## config.mk

```make
export PLATFORM = sky130hd
export DESIGN_NAME = game_ctrl
export DESIGN_NICKNAME = d
export VERILOG_FILES = /design/src/rtl/game_ctrl.sv
export SDC_FILE = /design/constraint.sdc
export NUM_CORES = 1
export LEC_CHECK = 0
export ABC_AREA = 1
export BUFFER_PORTS_ARGS = -buffer_cell sky130_fd_sc_hd__buf_2
export CORE_ASPECT_RATIO = 0.75
export CORE_MARGIN = 2
export CORE_UTILIZATION = 45
export CTS_CLUSTER_SIZE = 24
export DETAILED_ROUTE_END_ITERATION = 7
export PLACE_DENSITY = 0.82
export SLEW_MARGIN = 20
export SYNTH_ARGS = -nofsm -noshare
export SYNTH_HDL_FRONTEND = slang
export SYNTH_SLANG_ARGS = --single-unit
export TNS_END_PERCENT = 1
```

## constraint.sdc

```tcl
create_clock -name i_clk -period 2.4 [get_ports i_clk]
set_input_delay 0.24 -clock i_clk [delete_from_list [all_inputs] [get_ports i_clk]]
set_output_delay 0.24 -clock i_clk [all_outputs]
set_load 0.005 [all_outputs]
```

## src/rtl/game_ctrl.sv

```systemverilog
// game_ctrl: game FSM, score/hi-score keeping, collision latch and pixel priority mux.
// Optional feature: define GAME_CTRL_FLASH_EN to enable the HIT flash state; without it a collision goes straight to OVER.
module game_ctrl #(
    parameter int N_OBST    = 2,
    parameter int SCORE_W   = 16,
    parameter int FLASH_CYC = 50
) (
    input  logic                  i_clk,
    input  logic                  i_rst_n,
    input  logic                  i_video_on,
    input  logic                  i_start,
    input  logic                  i_score_tick,
    input  logic                  i_goose,
    input  logic [11:0]           i_goose_rgb,
    input  logic [N_OBST-1:0]     i_obst,
    input  logic [12*N_OBST-1:0]  i_obst_rgb,
    input  logic                  i_score_px,
    input  logic [11:0]           i_score_rgb,
    input  logic                  i_hi_px,
    input  logic [11:0]           i_hi_rgb,
    input  logic                  i_end_px,
    input  logic                  i_floor,
    input  logic                  i_grass,
    input  logic                  i_sky,
    input  logic [11:0]           i_sky_rgb,
    output logic [11:0]           o_rgb,
    output logic [1:0]            o_state,
    output logic                  o_run,
    output logic [SCORE_W-1:0]    o_score,
    output logic [SCORE_W-1:0]    o_hi_score,
    output logic [N_OBST-1:0]     o_hit_vec
);
    localparam int CW = ($clog2(FLASH_CYC) > 4) ? $clog2(FLASH_CYC) : 4;
    typedef enum logic [1:0] {S_IDLE = 2'd0, S_RUN = 2'd1, S_HIT = 2'd2, S_OVER = 2'd3} state_t;
`ifdef GAME_CTRL_FLASH_EN
    localparam state_t COLL_DST = S_HIT;
`else
    localparam state_t COLL_DST = S_OVER;
`endif
    state_t               r_state, w_next;
    logic                 r_start_q;
    logic [CW-1:0]        r_cnt;
    logic [SCORE_W-1:0]   r_score, r_hi;
    logic [N_OBST-1:0]    r_hit_vec;
    logic [11:0]          r_rgb, w_pix;
    logic                 w_edge, w_coll, w_go, w_enter_over, w_flash;

    assign w_edge       = i_start & ~r_start_q;
    assign w_coll       = i_goose & (|i_obst);
    assign w_go         = (r_state != S_RUN) && (w_next == S_RUN);
    assign w_enter_over = (r_state != S_OVER) && (w_next == S_OVER);
`ifdef GAME_CTRL_FLASH_EN
    assign w_flash      = (r_state == S_HIT) && r_cnt[3];
`else
    assign w_flash      = 1'b0;
`endif

    // Next-state decode; start edges only matter in IDLE/OVER, collisions only in RUN
    always_comb begin
        w_next = r_state;
        case (r_state)
            S_IDLE, S_OVER: if (w_edge) w_next = S_RUN;
            S_RUN:          if (w_coll) w_next = COLL_DST;
            S_HIT:          if (r_cnt == CW'(FLASH_CYC - 1)) w_next = S_OVER;
            default:        w_next = r_state;
        endcase
    end

    // State register, start edge detector and HIT duration counter
    always_ff @(posedge i_clk or negedge i_rst_n) begin
        if (!i_rst_n) begin
            r_state   <= S_IDLE;
            r_start_q <= 1'b1;
            r_cnt     <= '0;
        end else begin
            r_state   <= w_next;
            r_start_q <= i_start;
            r_cnt     <= (r_state == S_HIT && w_next == S_HIT) ? r_cnt + 1'b1 : '0;
        end
    end

    // Score, hi-score and collision latch; a collision beats a same-cycle score tick
    always_ff @(posedge i_clk or negedge i_rst_n) begin
        if (!i_rst_n) begin
            r_score   <= '0;
            r_hi      <= '0;
            r_hit_vec <= '0;
        end else begin
            if (w_go) begin
                r_score   <= '0;
                r_hit_vec <= '0;
            end else if (r_state == S_RUN && w_coll)
                r_hit_vec <= i_obst;
            else if (r_state == S_RUN && i_score_tick && r_score != '1)
                r_score <= r_score + 1'b1;
            if (w_enter_over && r_score > r_hi)
                r_hi <= r_score;
        end
    end

    // Pixel priority mux, lowest priority layer first so later layers override
    always_comb begin
        w_pix = 12'h000;
        if (i_sky)   w_pix = i_sky_rgb;
        if (i_grass) w_pix = 12'h2A2;
        if (i_floor) w_pix = 12'h940;
        for (int i = N_OBST - 1; i >= 0; i--)
            if (i_obst[i]) w_pix = i_obst_rgb[12*i +: 12];
        if (i_goose)    w_pix = i_goose_rgb;
        if (i_hi_px)    w_pix = i_hi_rgb;
        if (i_score_px) w_pix = i_score_rgb;
        if (i_end_px && r_state == S_OVER) w_pix = 12'hFFF;
    end

    // Registered colour output with blanking and optional HIT flash inversion
    always_ff @(posedge i_clk or negedge i_rst_n) begin
        if (!i_rst_n) r_rgb <= 12'h000;
        else          r_rgb <= !i_video_on ? 12'h000 : w_flash ? ~w_pix : w_pix;
    end

    assign o_rgb      = r_rgb;
    assign o_state    = r_state;
    assign o_run      = (r_state == S_RUN);
    assign o_score    = r_score;
    assign o_hi_score = r_hi;
    assign o_hit_vec  = r_hit_vec;
endmodule

```

==> impl_metrics.yaml, run 1 <==
clocking:
  cts_root_buffer: "clkbuf_16"
  clock_latency_ns: 0.30
  postCtsSetupBuffers: 0
  clk_pin_slew_ns: 0.07
  clkSinkCount: 55
  cts_made_buffers: 5
  cts_htree_levels: 2
  cts_tree: "yes"
  cts.path.max_buffers: 2
timing:
  worst_slew_pin_slew_ns: 0.585
  clock.fmax_ghz: 0.451
  fin_worst_skew_ns: 0.00563
  fin_crit_ns: 2.22
  finalCritPeriodShare: 0.924
  hold_violations: 0
  tns_ns: 0
  slew_violations: 0
  finalSetupViolations: 0
  slew_headroom: 0.609
  rsz0062_at_grt: "false"
routing:
  firstDrtPassIters: 5
  drt-initial-drc-count: 309
  routed_via_density: 5.24
  wirelength_um: 11100
  final_antenna_net_count: 0
  wl_per_cell_um: 13.9
  vias: 4159
  drc: 0
placement:
  place_congestion: 0.998
  port_buffers: 134
  place_hpwl_um: 8470
job:
  drv_cap: 0
floorplanning:
  core_area_um2: 8380
  start_util: 0.460
  die_w_um: 111
  row_count: 29
  io_pins: 135
  die_area_um2: 9340
  die_height_um: 84.2
global_route:
  grt_pass1_wl_um: 18300
  gr-usage-all-layers: 0.237
  grt_remaining_overflow: 0
  grt_pass1_vias: 3931
  grt_max_degree: 38
  grt_antenna_before_repair: 0
synthesis:
  syn_avg_cell_area_um2: 7.00
  yosysMostFrequentCell: "nand2_1"
  netlist_area_um2: 3860
  syn-num-nets: 660
  synthArstFlopShare: 1.00
  ys_dominant_reg_cell: "dfrtp_1"
  yosys.area.top_type: "dfrtp_1"
  yosysUniqueCellTypes: 33
  yosysTopAreaCellShare: 0.350
  synthTopCellsByArea: "dfrtp_1 (35%), nand2_1 (16%), nand3_1 (8.4%)"
  synth-seq-cells: 55
  yosys_warnings: 0
  synth_edf_count: 0
  syn-instance-count: 551
  netlist_top_cells_count: "nand2_1 (165), nand3_1 (65), nor2_1 (57)"
  synth.yosys.seq_area_share: 0.357
setup_path:
  crit_slowest_cell: "dfrtp_1"
  path_cells: "inv_1 > ha_1 > nand2_1 > inv_2 > o21ai_2 > nand3_1 > nand2_1 > inv_2 > nand2_2 > nor2_4 > nand2_4 > nand2_1 > nand2_1"
  path_max_fanout: 17
  regToRegSetupSlack_ns: 0.18
  crit_top_cell: "nand2_1"
  cp_slowest_stage_delay_ns: 0.46
  crit_type: "flop to flop"
  setup.worst_path.end_class: "flop"
  worst_ep_arrival_time_ns: 2.40
  worstPathRequired_ns: 2.59
  start_kind: "flop"
hold_path:
  hp-class: "primary input to flop"
cells_and_area:
  nets: 794
  n_antenna_cell: 0
  seqCellArea_um2: 1380
  drive_above_1_share: 0.273
  postLayoutCoreUtil: 0.578
  area_delta_synth_final_pct: 25.5
  multiInputGateArea_um2: 2150
  n_fill_cell: 745
power:
  peakVddDrop_mv: 0.367
  leakage_nw: 2.77
  powerDensity_nw_per_um2: 424
outcome:
  status: "completed"
## timing repair
action,CTS,global route
hold endpoints to repair,17,0
hold buffers,1,0
gates resized for setup,0,0
## worst max-delay path, delay by kind of cell, from the launching register on
family / cells / cell delay [ns]
buffers and inverters: 3 / 0.26
AO/OA/AOI/OAI: 1 / 0.07
adder cells (fa/ha/maj): 1 / 0.24
flip-flops: 1 / 0.46
AND/OR/NAND/NOR: 8 / 1.06
## layer usage
layer  vias up  routed length [µm]  track usage
met5         -                   0            0
met4         0                 278       0.0648
met3        31                 733       0.0412
met2       182                5320        0.392
met1      1927                4720        0.324
li1       2019                   -            -
## kinds of logic after synthesis
logic type | Yosys count | synth area share
AO/OA/AOI/OAI | 54 | 0.0736
XOR/XNOR | 14 | 0.0318
adder cells (fa/ha/maj) | 23 | 0.0746
buffers and inverters | 80 | 0.0866
flip-flops | 55 | 0.357
AND/OR/NAND/NOR | 325 | 0.376
## cell usage in the layout (no fill, tap or decap), drive strengths merged
master	instances
buf	148
o21ai	11
nand2	170
nand3	69
dlygate4sd3	1
and3	1
o211ai	2
o21a	1
dfstp	1
clkbuf	6
a22oi	1
dfrtp	54
inv	59
ha	23
nor2	61
a21oi	39
xor2	12
xnor2	2
nand4	2
bufinv	1
nand3b	10
nor3	2
or2	10
## power breakdown
part           internal [mW]  switching [mW]  leakage [nW]
Sequential             0.941         0.00486         0.735
Combinational          0.104           0.133          1.95
Clock                  0.525           0.347        0.0875
Total                   1.57           0.485          2.77
## area by class of cell
cell class / instances / share of cell area
clock buffer: 6 / 0.0287
clock inverter: 2 / 0.00801
inverter: 58 / 0.0455
multi-input combinational: 416 / 0.443
sequential: 55 / 0.284
tap: 108 / 0.0279
timing repair buffer: 149 / 0.162
## through the flow
| stage | hold WS [ns] | std cells | instance area [µm²] | setup slack [ns] | power [mW] |
|---|---|---|---|---|---|
| 2_1_floorplan | -0.0556 | 551 | 3860 | 0.592 | 1.07 |
| 3_3_place_gp | 0.202 | 785 | 4660 | 0.392 | 1.20 |
| 3_5_place_dp | 0.207 | 785 | 4660 | 0.243 | 1.20 |
| 4_1_cts | 0.0466 | 794 | 4840 | 0.226 | 2.07 |
| 5_1_grt | 0.0424 | 794 | 4840 | 0.0244 | 2.14 |
| 6_report | 0.0469 | 794 | 4840 | 0.182 | 2.06 |
## worst paths after layout
path / start / to / depth (start not counted)
worst max-delay path: o_state[1]$_DFF_PN0_ / o_hi_score[14]$_DFFE_PN0P_ / 13
worst max register to register: o_state[1]$_DFF_PN0_ / o_hi_score[14]$_DFFE_PN0P_ / 13
max in group asynchronous: i_rst_n / o_rgb[7]$_DFF_PN0_ / 3
worst min-delay path: i_start / r_start_q$_DFF_PN1_ / 1
min in group asynchronous: i_rst_n / o_hi_score[6]$_DFFE_PN0P_ / 2
worst min register to register: r_cnt[0]$_DFF_PN0_ / r_cnt[0]$_DFF_PN0_ / 1
## flip-flops by register name, indices dropped and copies added, names as in the netlist
name / count
o_hi_score: 16
o_score: 16
o_rgb: 12
r_cnt: 6
o_hit_vec: 2
o_state: 2
r_start_q: 1
Power figures use the tool's default switching activity.
==> run 2: changes to the inputs <==
--- a/config.mk
+++ b/config.mk
@@ -7,12 +7,14 @@
 export LEC_CHECK = 0
 export ABC_AREA = 1
 export BUFFER_PORTS_ARGS = -buffer_cell sky130_fd_sc_hd__buf_2
+export CELL_PAD_IN_SITES_DETAIL_PLACEMENT = 0
+export CELL_PAD_IN_SITES_GLOBAL_PLACEMENT = 2
 export CORE_ASPECT_RATIO = 0.75
 export CORE_MARGIN = 2
-export CORE_UTILIZATION = 45
+export CORE_UTILIZATION = 27
 export CTS_CLUSTER_SIZE = 24
 export DETAILED_ROUTE_END_ITERATION = 7
-export PLACE_DENSITY = 0.82
+export PLACE_DENSITY = 0.9
 export SLEW_MARGIN = 20
 export SYNTH_ARGS = -nofsm -noshare
 export SYNTH_HDL_FRONTEND = slang
==> run 2 against run 1 <==
  * Cell area up 2.6%
  * Critical path depth unchanged
  * Sequential power about the same
  * Critical path type unchanged
  * Largest cell class unchanged
==> impl_metrics.yaml, run 2 (synthesis gave the netlist of run 1 again) <==
floorplanning:
  die_w_um: 142
  die_area_um2: 15300
  core_area_um2: 13800
  row_count: 37
  io_pins: 135
  start_util: 0.279
  die_height_um: 108
timing:
  slew_violations: 0
  fin_worst_skew_ns: 0.00601
  finalCritPeriodShare: 0.858
  rsz0062_at_grt: "false"
  whs_ns: 0.0224
  fin_crit_ns: 2.06
  hold_violations: 0
  finalSetupViolations: 0
  worst_slew_pin_slew_ns: 0.800
  tns_ns: 0
  clock.fmax_ghz: 0.486
  slew_headroom: 0.466
placement:
  place_hpwl_um: 9410
  port_buffers: 134
  place_congestion: 0.871
routing:
  vias: 3962
  routed_via_density: 4.57
  wirelength_um: 11700
  final_antenna_net_count: 0
  firstDrtPassIters: 4
  drt-initial-drc-count: 289
  drc: 0
  wl_per_cell_um: 13.5
setup_path:
  setup.worst_path.end_class: "flop"
  regToRegSetupSlack_ns: 0.34
  worst_ep_arrival_time_ns: 2.29
  path_max_fanout: 30
  start_kind: "flop"
  reg2regPathDepth: 13
  worstReg2RegStart: "o_state[1]$_DFF_PN0_"
  worstPathRequired_ns: 2.63
  crit_type: "flop to flop"
  r2r-end: "o_score[15]$_DFFE_PN0P_"
global_route:
  grt_pass1_vias: 3952
  grt_antenna_before_repair: 0
  grt_pass1_wl_um: 19300
  grt_remaining_overflow: 0
  gr-usage-all-layers: 0.157
  grt_max_degree: 34
cells_and_area:
  nets: 800
  layout.cells.most_common_list: "nand2_1 (165), buf_2 (134), nand3_1 (65), nor2_1 (57), dfrtp_1 (54)"
  n_fill_cell: 1491
  multiInputGateArea_um2: 2150
  drive_above_1_share: 0.280
  area_delta_synth_final_pct: 28.8
  n_antenna_cell: 0
  final_common_cell: "nand2_1"
  seqCellArea_um2: 1380
power:
  peakVddDrop_mv: 0.211
  leakage_nw: 2.80
  powerDensity_nw_per_um2: 416
clocking:
  cts.path.max_buffers: 2
  ctsResizeCount: 0
  cts_tree: "yes"
  cts_htree_levels: 2
  clock_latency_ns: 0.29
  clkSinkCount: 55
  cts_made_buffers: 5
  cts_root_buffer: "clkbuf_16"
  clk_pin_slew_ns: 0.08
job:
  drv_cap: 0
outcome:
  status: "completed"
hold_path:
  hp-class: "primary input to asynchronous set/reset pin"
run 2: cell count changes in the layout (fill, tap and decap cells not counted):
| cell | delta |
|---|---|
| buf_4 | +7 |
| dlygate4sd3_1 | -1 |
run 2: worst max-delay path, stage by stage (launching register included):
cell and delay, ns:
dfrtp_1 0.46, inv_1 0.09, ha_1 0.25, nand2_1 0.12, inv_2 0.08, o21ai_2 0.07, nand3_1 0.08, nand2_1 0.06
inv_2 0.09, nor2_1 0.05, nand2_1 0.11, buf_4 0.32, nand3_1 0.12, nand2_1 0.09
run 2: per-stage QoR:
stage               setup slack (ns)  area [µm²]  total power, mW  std cells   util
global placement               0.306        4770             1.20        856  0.345
floorplan                      0.592        3860             1.07        551      -
detailed placement             0.157        4770             1.21        856  0.345
CTS                            0.131        4950             2.10        864  0.357
global route                  0.0877        4970             2.17        867  0.359
finish                         0.341        4970             2.07        867  0.359
run 2: timing repair:
item                                    CTS  global route
hold buffers                              0             0
endpoints found under the setup margin    0            16
setup buffers                             0             3
run 2: per-layer routing:
layer | GRT usage | vias up | part of all wire
met5 | 0 | - | 0
met4 | 0.0314 | 0 | 0.012
met3 | 0.0298 | 11 | 0.046
met2 | 0.256 | 88 | 0.45
met1 | 0.218 | 1833 | 0.49
li1 | - | 2030 | -
run 2: layout make-up:
type,count,area share
clock buffers,6,0.0279
clock inverters,2,0.00780
inverters,58,0.0443
multi-input cells,416,0.432
flip-flops and latches,55,0.277
well taps,175,0.0441
repair buffers,155,0.167
run 2: worst max path at each step:
stage	startpoint	endpoint	slack [ns]	cells after the start
6_report	o_state[1]$_DFF_PN0_	o_score[15]$_DFFE_PN0P_	0.34	13
5_1_grt	o_state[1]$_DFF_PN0_	o_score[2]$_DFFE_PN0P_	0.09	13
4_1_cts	o_state[1]$_DFF_PN0_	o_hi_score[11]$_DFFE_PN0P_	0.13	13
3_5_place_dp	o_state[1]$_DFF_PN0_	o_hi_score[11]$_DFFE_PN0P_	0.16	13
3_3_place_gp	o_state[1]$_DFF_PN0_	o_hi_score[1]$_DFFE_PN0P_	0.31	13
2_1_floorplan	o_score[3]$_DFFE_PN0P_	o_hi_score[10]$_DFFE_PN0P_	0.59	12
run 2: power by group:
part / internal (mW) / switching [mW] / total [mW]
sequential: 0.941 / 0.00542 / 0.947
combinational: 0.106 / 0.133 / 0.239
clock: 0.526 / 0.356 / 0.882
total: 1.57 / 0.495 / 2.07
==> run 3: changes to the inputs <==
--- a/config.mk
+++ b/config.mk
@@ -10,7 +10,7 @@
 export CELL_PAD_IN_SITES_DETAIL_PLACEMENT = 0
 export CELL_PAD_IN_SITES_GLOBAL_PLACEMENT = 2
 export CORE_ASPECT_RATIO = 0.75
-export CORE_MARGIN = 2
+export CORE_MARGIN = 5
 export CORE_UTILIZATION = 27
 export CTS_CLUSTER_SIZE = 24
 export DETAILED_ROUTE_END_ITERATION = 7
==> constraint.sdc (replaced) <==
create_clock -name i_clk -period 2.4 [get_ports i_clk]
set_input_delay 0.48 -clock i_clk [delete_from_list [all_inputs] [get_ports i_clk]]
set_output_delay 0.48 -clock i_clk [all_outputs]
set_load 0.005 [all_outputs]
==> run 3 against run 2 <==
  * Critical path depth unchanged
  * Worst hold slack improved by 0.14 ns
  * Setup slack about the same
  * Die area increased by 10%
  * Count of clock-buffer cells in the layout decreased by 1
  * Total power decreased by 7.2%
  * Sequential power about the same
  * Clock skew increased by 0.00087 ns
  * Largest cell class unchanged
  * Highest routed layer unchanged
==> impl_metrics.yaml, run 3 (synthesis gave the netlist of run 1 again) <==
outcome:
  status: "completed"
setup_path:
  path_cells: "inv_1 > ha_1 > nand2_1 > inv_2 > o21ai_2 > nand3_1 > nand2_1 > inv_2 > nor2_1 > nand2_1 > buf_4 > nand3b_1 > nand2_1"
  setup.worst_path.end_class: "flop"
  start_kind: "flop"
  worst_ep_arrival_time_ns: 2.29
  worstPathRequired_ns: 2.63
  crit_slowest_cell: "dfrtp_1"
  crit_top_cell: "nand2_1"
  cp_slowest_stage_delay_ns: 0.47
  path_buf_inv: 4
  path_max_fanout: 31
  crit_type: "flop to flop"
  critPathTopFamily: "simple AND/OR/NAND/NOR gates"
floorplanning:
  row_count: 37
  core_area_um2: 13800
  die_w_um: 148
  start_util: 0.279
  io_pins: 135
  die_area_um2: 16800
  die_height_um: 114
routing:
  drc: 0
  wl_met2_um: 5580
  drt-initial-drc-count: 170
  dr.max_layer_used: "met4"
  dr_wl_met3_um: 535
  final_antenna_net_count: 0
  vias: 3970
  wl_per_cell_um: 13.8
  routed_via_density: 4.58
  wl_met1_um: 5800
  wirelength_um: 12000
  firstDrtPassIters: 4
timing:
  slew_headroom: 0.615
  fin_crit_ns: 2.06
  hold_violations: 0
  rsz0062_at_grt: "false"
  tns_ns: 0
  slew_violations: 0
  clock.fmax_ghz: 0.486
  worst_slew_pin_slew_ns: 0.577
  finalSetupViolations: 0
  fin_worst_skew_ns: 0.00688
  finalCritPeriodShare: 0.858
power:
  powerDensity_nw_per_um2: 388
  leakage_nw: 2.78
  peakVddDrop_mv: 0.219
cells_and_area:
  drive_above_1_share: 0.279
  layout.cells.most_common_list: "nand2_1 (165), buf_2 (134), nand3_1 (65), nor2_1 (57), dfrtp_1 (54)"
  postLayoutCoreUtil: 0.357
  area_delta_synth_final_pct: 28.1
  final_common_cell: "nand2_1"
  n_fill_cell: 1468
  nets: 799
  n_antenna_cell: 0
global_route:
  grt_pass1_vias: 4040
  gr-usage-all-layers: 0.147
  grt_max_degree: 36
  grt_antenna_before_repair: 0
  grt_remaining_overflow: 0
  grt_pass1_wl_um: 20400
clocking:
  cts_root_buffer: "clkbuf_16"
  cts.path.max_buffers: 2
  cts_htree_levels: 2
  ctsResizeCount: 0
  cts_tree: "yes"
  cts_made_buffers: 5
  clock_latency_ns: 0.30
  clkSinkCount: 55
  clk_pin_slew_ns: 0.07
placement:
  place_congestion: 0.852
  port_buffers: 134
  place_hpwl_um: 9820
job:
  drv_cap: 0
hold_path:
  hp-class: "primary input to asynchronous set/reset pin"
## run 3: cell types whose count changed in the layout (fill, tap and decap cells not counted)
cell        change
buf_4           -2
clkinvlp_4      +2
buf_12          +1
bufinv_16       -1
clkbuf_8        -1
clkinv_2        +1
inv_6           -1
## run 3: worst register-to-register path, stage by stage (launching register included)
cell      delay [ns]
dfrtp_1         0.47
inv_1           0.09
ha_1            0.26
nand2_1         0.11
inv_2           0.08
o21ai_2         0.07
nand3_1         0.08
nand2_1         0.06
inv_2           0.09
nor2_1          0.05
nand2_1         0.06
buf_4           0.31
nand3b_1        0.15
nand2_1         0.11
## run 3: repair_timing
action,4_1_cts,5_1_grt
setup endpoints to repair,0,16
setup buffers,0,2
hold endpoints to repair,0,0
hold buffers,0,0
## run 3: final cells by class
| cell class | instances | area (µm²) | area share |
|---|---|---|---|
| Inverter | 58 | 220 | 0.0446 |
| Sequential cell | 55 | 1380 | 0.279 |
| Multi-Input combinational cell | 416 | 2150 | 0.434 |
| Timing Repair Buffer | 154 | 833 | 0.169 |
| Clock inverter | 3 | 20.0 | 0.00405 |
| Tap cell | 175 | 219 | 0.0443 |
| Clock buffer | 5 | 125 | 0.0253 |
## run 3: final timing paths
path                                      start                       to  slack (ns)  cells after the start
setup reg to reg           o_state[1]$_DFF_PN0_   o_score[9]$_DFFE_PN0P_        0.34                     13
hold / removal                          i_rst_n  o_score[10]$_DFFE_PN0P_        0.16                      1
min in group i_clk                      i_start      r_start_q$_DFF_PN1_        0.29                      1
setup / recovery           o_state[1]$_DFF_PN0_   o_score[9]$_DFFE_PN0P_        0.34                     13
max in group asynchronous               i_rst_n      r_start_q$_DFF_PN1_        1.61                      2
hold reg to reg              r_cnt[0]$_DFF_PN0_       r_cnt[0]$_DFF_PN0_        0.50                      1
## run 3: report_power, final
group          internal (mW)  leakage [nW]  switching, mW
clock                  0.386        0.0658          0.346
combinational          0.108          1.98          0.132
sequential             0.941         0.735        0.00500
total                   1.43          2.78          0.483
## run 3: per-layer routing
| metal | vias to the layer above | track usage |
|---|---|---|
| met3 | 7 | 0.0250 |
| met4 | 0 | 0.0252 |
| met1 | 1846 | 0.206 |
| li1 | 2026 | - |
| met2 | 91 | 0.242 |
| met5 | - | 0 |
## run 3: metrics by stage
step / cell area, µm² / hold slack (ns) / instances / worst slack (ns) / total power [mW]
finish: 4940 / 0.159 / 866 / 0.341 / 1.92
global route: 4940 / 0.202 / 866 / 0.127 / 2.03
CTS: 4930 / 0.184 / 864 / 0.161 / 1.95
detailed placement: 4780 / 0.486 / 856 / 0.194 / 1.21
global placement: 4780 / 0.476 / 856 / 0.330 / 1.21
floorplan: 3860 / 0.184 / 551 / 0.592 / 1.07
